[config.mk]
export PLATFORM = sky130hd
export DESIGN_NAME = la_capture_ctrl
export DESIGN_NICKNAME = d
export VERILOG_FILES = /design/src/rtl/la_capture_ctrl.sv
export SDC_FILE = /design/constraint.sdc
export NUM_CORES = 1
export LEC_CHECK = 0
export CAP_MARGIN = 20
export CORE_MARGIN = 2
export CORE_UTILIZATION = 52
export CTS_BUF_LIST = sky130_fd_sc_hd__clkbuf_2 sky130_fd_sc_hd__clkbuf_4 sky130_fd_sc_hd__clkbuf_8
export DETAILED_ROUTE_END_ITERATION = 12
export PLACE_DENSITY = 0.81
export SYNTH_ARGS = -nofsm -noshare
export SYNTH_HDL_FRONTEND = slang
export SYNTH_SLANG_ARGS = --single-unit
[constraint.sdc]
create_clock -name clk -period 3.6 [get_ports clk]
set_clock_uncertainty 0.15 [all_clocks]
set_input_delay 0.9 -clock clk [delete_from_list [all_inputs] [get_ports clk]]
set_output_delay 0.9 -clock clk [all_outputs]
set_load 0.01 [all_outputs]
[src/rtl/la_capture_ctrl.sv]
// Logic-analyzer capture controller: samples the probe bus at a programmable rate into a
// circular capture RAM, keeps pre_count samples before the trigger and fills the rest after it.
module la_capture_ctrl #(
  parameter int ADDR_WIDTH = 11,
  parameter int DATA_WIDTH = 8,
  parameter int DIV_WIDTH  = 16
) (
  input  logic                          clk,
  input  logic                          reset,
  input  logic                          arm,
  input  logic [DATA_WIDTH-1:0]         probe_in,
  input  logic [$clog2(DATA_WIDTH)-1:0] trig_ch,
  input  logic [1:0]                    trig_mode,
  input  logic [DIV_WIDTH-1:0]          rate_div,
  input  logic [ADDR_WIDTH-1:0]         pre_count,
  output logic                          we,
  output logic [ADDR_WIDTH-1:0]         addr,
  output logic [DATA_WIDTH-1:0]         din,
  output logic [ADDR_WIDTH-1:0]         start_addr,
  output logic                          busy,
  output logic                          triggered,
  output logic                          done
);

  localparam int CH_WIDTH = $clog2(DATA_WIDTH);
  localparam logic [ADDR_WIDTH:0] DEPTH = {1'b1, {ADDR_WIDTH{1'b0}}};

  typedef enum logic [2:0] {S_IDLE, S_PRE, S_WAIT, S_POST, S_DONE} state_e;
  typedef enum logic [1:0] {M_RISE, M_FALL, M_HIGH, M_LOW} trig_mode_e;

  state_e                  state_q, state_d;
  trig_mode_e              mode_q;
  logic [CH_WIDTH-1:0]     ch_q;
  logic [DIV_WIDTH-1:0]    div_max_q, div_q;
  logic [ADDR_WIDTH-1:0]   pre_q, wr_ptr_q;
  logic [ADDR_WIDTH:0]     cnt_q;
  logic [DATA_WIDTH-1:0]   prev_q;
  logic                    prev_valid_q, trig_q;

  logic [ADDR_WIDTH:0]     post_target;
  logic                    active, post_full, tick, pre_last, cur_bit, prev_bit, hit;

  // A POST phase that has written all its samples stops ticking while it drains into DONE.
  assign post_target = DEPTH - {1'b0, pre_q};
  assign active      = (state_q == S_PRE) || (state_q == S_WAIT) || (state_q == S_POST);
  assign post_full   = (state_q == S_POST) && (cnt_q == post_target);
  assign tick        = active && !post_full && !arm && (div_q == div_max_q);
  assign pre_last    = (cnt_q + (ADDR_WIDTH + 1)'(1)) == {1'b0, pre_q};
  assign cur_bit     = probe_in[ch_q];
  assign prev_bit    = prev_q[ch_q];

  // NOTE: every signal assigned in always_comb gets a default first, otherwise a latch is inferred.
  always_comb begin
    hit = 1'b0;
    case (mode_q)
      M_RISE: hit = prev_valid_q && !prev_bit && cur_bit;
      M_FALL: hit = prev_valid_q && prev_bit && !cur_bit;
      M_HIGH: hit = cur_bit;
      M_LOW:  hit = !cur_bit;
      default: hit = 1'b0;
    endcase
  end

  always_comb begin
    state_d = state_q;
    if (arm) begin
      state_d = (pre_count != '0) ? S_PRE : S_WAIT;
    end else begin
      case (state_q)
        S_PRE:   if (tick && pre_last) state_d = S_WAIT;
        S_WAIT:  if (tick && hit) state_d = S_POST;
        S_POST:  if (post_full) state_d = S_DONE;
        default: state_d = state_q;
      endcase
    end
  end

  // NOTE: sequential state uses non-blocking assignments so all registers update from pre-edge values.
  always_ff @(posedge clk or posedge reset) begin
    if (reset) state_q <= S_IDLE;
    else       state_q <= state_d;
  end

  always_ff @(posedge clk or posedge reset) begin
    if (reset) begin
      mode_q       <= M_RISE;
      ch_q         <= '0;
      div_max_q    <= '0;
      pre_q        <= '0;
      div_q        <= '0;
      wr_ptr_q     <= '0;
      cnt_q        <= '0;
      prev_q       <= '0;
      prev_valid_q <= 1'b0;
      trig_q       <= 1'b0;
      we           <= 1'b0;
      addr         <= '0;
      din          <= '0;
      start_addr   <= '0;
    end else begin
      we <= tick;
      if (arm) begin
        mode_q       <= trig_mode_e'(trig_mode);
        ch_q         <= trig_ch;
        div_max_q    <= rate_div;
        pre_q        <= pre_count;
        div_q        <= '0;
        wr_ptr_q     <= '0;
        cnt_q        <= '0;
        prev_valid_q <= 1'b0;
        trig_q       <= 1'b0;
      end else begin
        if (active) div_q <= (div_q == div_max_q) ? '0 : div_q + DIV_WIDTH'(1);
        if (tick) begin
          addr         <= wr_ptr_q;
          din          <= probe_in;
          wr_ptr_q     <= wr_ptr_q + ADDR_WIDTH'(1);
          prev_q       <= probe_in;
          prev_valid_q <= 1'b1;
          case (state_q)
            S_PRE:  cnt_q <= pre_last ? '0 : cnt_q + (ADDR_WIDTH + 1)'(1);
            S_WAIT: if (hit) begin
              // The hit sample is post sample #1; the oldest kept sample sits pre_count before it.
              trig_q     <= 1'b1;
              start_addr <= wr_ptr_q - pre_q;
              cnt_q      <= (ADDR_WIDTH + 1)'(1);
            end
            S_POST: cnt_q <= cnt_q + (ADDR_WIDTH + 1)'(1);
            default: cnt_q <= cnt_q;
          endcase
        end
      end
    end
  end

  assign busy      = active;
  assign triggered = trig_q;
  assign done      = (state_q == S_DONE);

endmodule

### Word-level counts from Yosys, hierarchy flattened

Index checks and enable logic that the tools add are counted.

| word-level totals | value |
|---|---|
| word-level logic and storage cells | 90 |
| input bits | 43 |
| register bits after elaboration | 107 |
| output and inout port bits | 34 |

| operators by class | value |
|---|---|
| order comparisons | 1 |
| bitwise logic cells | 1 |
| muxes and demuxes | 27 |
| eq/ne operators | 14 |
| add/subtract/negate cells | 5 |
| reductions and logical operators | 28 |

Operators by type and width:

| operator | count |
|---|---|
| $mux 12 | 4 |
| $mux 16 | 3 |
| $pmux 12 s3 | 1 |
| $mux 11 | 2 |
| $add 16x1->16 const B | 1 |
| $eq 16x16->1 | 1 |
| $add 12x1->12 const B | 1 |
| $eq 12x11->1 | 1 |
| $eq 12x12->1 | 1 |
| $mux 3 | 4 |
| $sub 12x11->12 const A | 1 |
| $add 11x1->11 const B | 1 |
| $reduce_bool 11->1 | 1 |
| $sub 11x11->11 | 1 |
| $logic_and 1x1->1 | 10 |
| $pmux 3 s3 | 1 |
| $mux 1 | 8 |
| $reduce_and 4->1 | 2 |
| $reduce_bool 2->1 | 4 |
| $bmux 1 s3 | 2 |
| $eq 3x2->1 const B | 2 |
| $ne 3x2->1 const B | 2 |
| $ne 3x3->1 const B | 2 |
| $reduce_and 3->1 | 2 |
| other kinds (13) | 18 |

### Logic depth before layout (Yosys ltp)

| logic depth | value |
|---|---|
| word-level depth | 11 |
| mapped depth | 12 |
| mapped depth without buffers | 11 |

### Worst setup path before layout

Ideal clock, no wire load.

| timing path | value |
|---|---|
| path kind | reg-to-reg |
| start | register pre_q[1] |
| end | register wr_ptr_q[9] |
| clock period less this slack | 2.882 ns |
| setup slack | 0.718 ns |
| path buffers | 1 |
| data required time | 3.323 ns |
| stages on the path, launching flop included | 12 |
| data arrival time | 2.605 ns |
| library setup time | 0.127 ns |
| path through | dfrtp_1 inv_1 ha_1 nor4b_4 or3_1 a211o_1 a32oi_4 a21oi_2 buf_6 and3_4 nand3_1 mux2_1 |

| between the ends | value |
|---|---|
| word-level cells in the longest chain between the ends | 8 |

Ends and longest elaborated chain:

| what | RTL line | source |
|---|---|---|
| from (decl) | 35 | `logic [ADDR_WIDTH-1:0] pre_q, wr_ptr_q;` |
| from (signal assigned) | 106 | `pre_q <= pre_count;` |
| $sub 12x11->12 | 44 | `assign post_target = DEPTH - {1'b0, pre_q};` |
| $eq 12x12->1 | 46 | `assign post_full = (state_q == S_POST) && (cnt_q == post_target);` |
| $logic_and 1x1->1 | 46 |  |
| $logic_not 1->1 | 47 | `assign tick = active && !post_full && !arm && (div_q == div_max_q);` |
| $logic_and 1x1->1 (3 in series) | 47 |  |
| $reduce_bool 2->1 (no source line) | - |  |
| to (signal assigned) | 117 | `wr_ptr_q <= wr_ptr_q + ADDR_WIDTH'(1);` |
| to (decl) | 35 |  |

Every way passes these cells.
A chain may end at the register's enable or synchronous reset.

### Worst setup path in the final report

| timing path | value |
|---|---|
| start | register cnt_q[2] |
| end | register cnt_q[1] |

| between the ends | value |
|---|---|
| word-level cells in the longest chain between the ends | 8 |
| elaborated cells on any way between the ends | 14 |
| classes of those cells | add/sub (1); eq/ne (2); mux (4); reduce/logical (7) |

Ends and longest elaborated chain:

| what | RTL line | source |
|---|---|---|
| from (decl) | 36 | `logic [ADDR_WIDTH:0] cnt_q;` |
| from (signal assigned) | 121 | `S_PRE: cnt_q <= pre_last ? '0 : cnt_q + (ADDR_WIDTH + 1)'(1);` |
| from (signal assigned) | 126 | `cnt_q <= (ADDR_WIDTH + 1)'(1);` |
| from (signal assigned) | 128 | `S_POST: cnt_q <= cnt_q + (ADDR_WIDTH + 1)'(1);` |
| parallel branches: the longest is 8 deep, another holds $add 12x1->12 | - |  |

Several ways; the timed one is not identified. The select of a mux whose other input is x is not followed.

==> metrics.yaml <==
status: "finished, violations left"
violations: "design-rule violations"
syn2layout_area_growth_pct: 17.50
worstPathMaxFanout: 12
avgSynthCellArea_um2: 10.16
placed_cell_area_mm2: 0.007039
yosysTopAreaCell: "dfrtp_1"
yosysWarnings: 0
clkLatencyLatePin_ns: 0.39
startpoint: "cnt_q[2]"
p_per_area_mw_per_mm2: 374.1
hold_viol: 0
yosys.cell_types.count: 67
timing.final.crit_share_pct: 91.75
ys_ff_latch: 107
rsz0062_at_grt: "no"
htree_levels: 3
drt_wl_total_mm: 13.96
synthArstFlopShare_pct: 100.0
ant_nets: 0
cpMaxStageDelayCell: "nor4_1"
root_buffer: "clkbuf_8"
fillers: 936
vias_per_cell: 5.909
antenna_cells: 0
synthCells: 608
grt.total_usage_pct: 23.22
detail_route.first_pass.iterations: 9
cts_resized: 0
rr_startpoint: "cnt_q[2]"
grt_pass1_wl_mm: 24.07
period_needed_ns: 3.303
path_cells: "nand4_1 > nor4_1 > xnor2_1 > o2111ai_1 > a2111oi_0 > nor2_1 > nand3_1 > a21oi_1"
synth_nets: 666
vias: 4875
cp.arrival_ns: 3.44
holdBufCountCts: 0
die_x_um: 113
fmax_mhz: 302.8
worst_setup_path_end_kind: "register"
drv_slew: 0
ios: 77
maxSlewHeadroom_pct: 46.17
postLayoutCoreUtil_pct: 63.04
reg2reg_depth: 8
power_uw: 2716
cts_made_buffers: 9
ir_drop_v: 0.0002905
crit_cells: 8
initial_core_util_pct: 53.65
fin_tns_setup_ns: 0
post_cts_buffers: 0
drcViolationCount: 6
r2r_setup_slack_ns: 0.30
clkSinkCount: 107
path_clk_slew_ns: 0.11
critPathLaunchType: "register"
crit_buf_inv: 0
timing.rr.end: "cnt_q[1]"
worstSetupPathType: "reg -> reg"
synth-edff-count: 0
grt_pass1_vias: 4986
num_rows: 39
cts_tree: "yes"
cts_buffer_depth: 2
yosys_most_used_dff: "dfrtp_1"
antenna_found_initial: 0
yosysSeqAreaShare_pct: 43.34
max_stage_delay_ns: 0.77
multi_input_area_mm2: 0.003268
die_height_um: 113
post_route_cells_drive_above_1_share_pct: 13.49
critPathCapture: "cnt_q[1]"
cp.required_ns: 3.73
grt-ovfl-total: 0
seq_area_mm2: 0.002678
tightest_slew_ns: 0.8001
cellLeakagePower_uw: 0.003125
hpwl_mm: 10.46
drt_iter0_markers: 352
core_area_mm2: 0.01152
finalSetupViolations: 0
nets: 735
fp.dieArea_mm2: 0.01277
stdcell_area_mm2: 0.007259
routedWlPerCell_um: 16.92
io_buffers: 76
grt_max_degree: 108
hold_class: "reg -> reg"
critical-path-top-delay-family: "simple AND/OR/NAND/NOR gates"
max_cap_violations: 0
place_congestion: 0.9365
ys_top_cells_by_area: "dfrtp_1 (43%), mux2_2 (8.2%), xor2_1 (5.2%)"
synth_top_area_share_pct: 43.34
syn_area_mm2: 0.006178
[where the power goes]
part           leakage, uW  internal [uW]  switching (uW)
Clock             0.000108            355             443
Sequential         0.00141           1260            94.6
Combinational      0.00161            260             298
Total              0.00313           1880             836
[state kept, by name, summed over array words and instances (netlist names)]
register / count
addr: 11
ch_q: 3
cnt_q: 12
div_max_q: 16
div_q: 16
mode_q: 2
pre_q: 11
prev_q: 8
prev_valid_q: 1
start_addr: 11
state_q: 3
triggered: 1
we: 1
wr_ptr_q: 11
[cells in the final DEF, fill, tap and decap left out, drive strengths merged, types with 3 or more instances in the layout]
master,n
o31ai,4
xnor2,20
or2,4
nor4,16
nand2,49
mux2i,5
nand3,26
inv,24
nor2,41
a211o,6
mux4,4
nand2b,5
nand4,8
a21oi,21
ha,14
buf,8
mux2,48
nor2b,7
a21o,7
dfrtp,107
clkinv,3
and3,10
o21ai,42
a2111oi,3
xor2,38
and2,3
o211ai,6
a31oi,6
or3,16
clkbuf,10
and4,4
clkdlybuf4s50,75
nor3,9
or4,6
[cells by family after synthesis]
family	share of synthesized area, %
simple gates	17.90
buf+inv	3.767
mux	11.02
xor+xnor	8.344
compound gates	12.48
fa+ha+maj	3.159
flops	43.34
[cells in the mapped netlist (3+ instances only)]
cell / number
a211o_1: 6
a2111oi_0: 3
nand4_1: 8
or3_1: 16
dfrtp_1: 107
o21ai_0: 40
and4_1: 4
a21oi_1: 18
inv_1: 23
xor2_1: 37
nor2b_1: 7
mux2_2: 45
buf_6: 5
a21o_1: 7
a31oi_1: 5
or4_1: 5
o31ai_1: 4
o211ai_1: 6
and2_1: 3
nand2_1: 49
nand2b_1: 5
and3_1: 9
mux2i_1: 5
ha_1: 14
nand3_1: 26
nor2_1: 41
mux4_2: 4
xnor2_1: 20
nor4_1: 15
mux2_1: 3
or2_2: 3
clkbuf_1: 13
buf_2: 6
nor3_1: 9
[metal layers]
layer	global-route usage [%]	part of all wire (%)	vias to the layer above	wire, um
met4	7.886	2.0	0	275
li1	-	-	2329	-
met1	30.98	44	2384	6140
met5	0	0	-	0
met3	4.339	5.0	22	693
met2	38.40	49	140	6849
[worst register-to-register path, delay by kind of cell (launching register included)]
family           cells  cell delay, ns
AND/OR/NAND/NOR      4            1.33
AO/OA/AOI/OAI        3            0.90
XOR/XNOR             1            0.23
flip-flops           1            0.58
[worst min path at each step]
stage / start / end / slack (ns) / cells after the start
after global placement: start_addr[2] / start_addr[2] / 0.31 / 2
after CTS: start_addr[2] / start_addr[2] / 0.35 / 2
final: start_addr[2] / start_addr[2] / 0.34 / 2
after detailed placement: start_addr[2] / start_addr[2] / 0.32 / 2
after floorplan: prev_valid_q / prev_valid_q / 0.33 / 1
after global routing: start_addr[7] / start_addr[7] / 0.37 / 2
[cell type report]
class                      instances  share of cell area, %
sequential                       107                  36.88
multi-input combinational        452                  45.02
timing repair buffer              83                  11.31
inverter                          24                  1.293
clock buffer                      10                  1.896
clock inverter                     6                  1.138
tap                              143                  2.465
[stage by stage]
step | worst slack (ns) | hold WS [ns] | cells
floorplan | 0.7178 | 0.3253 | 608
finish | 0.2970 | 0.3438 | 825
global route | 0.03201 | 0.3717 | 825
CTS | 0.3695 | 0.3469 | 825
detailed placement | 0.06124 | 0.3243 | 809
global placement | 0.1668 | 0.3130 | 809
Note: power is estimated with default switching activity, not from simulation.
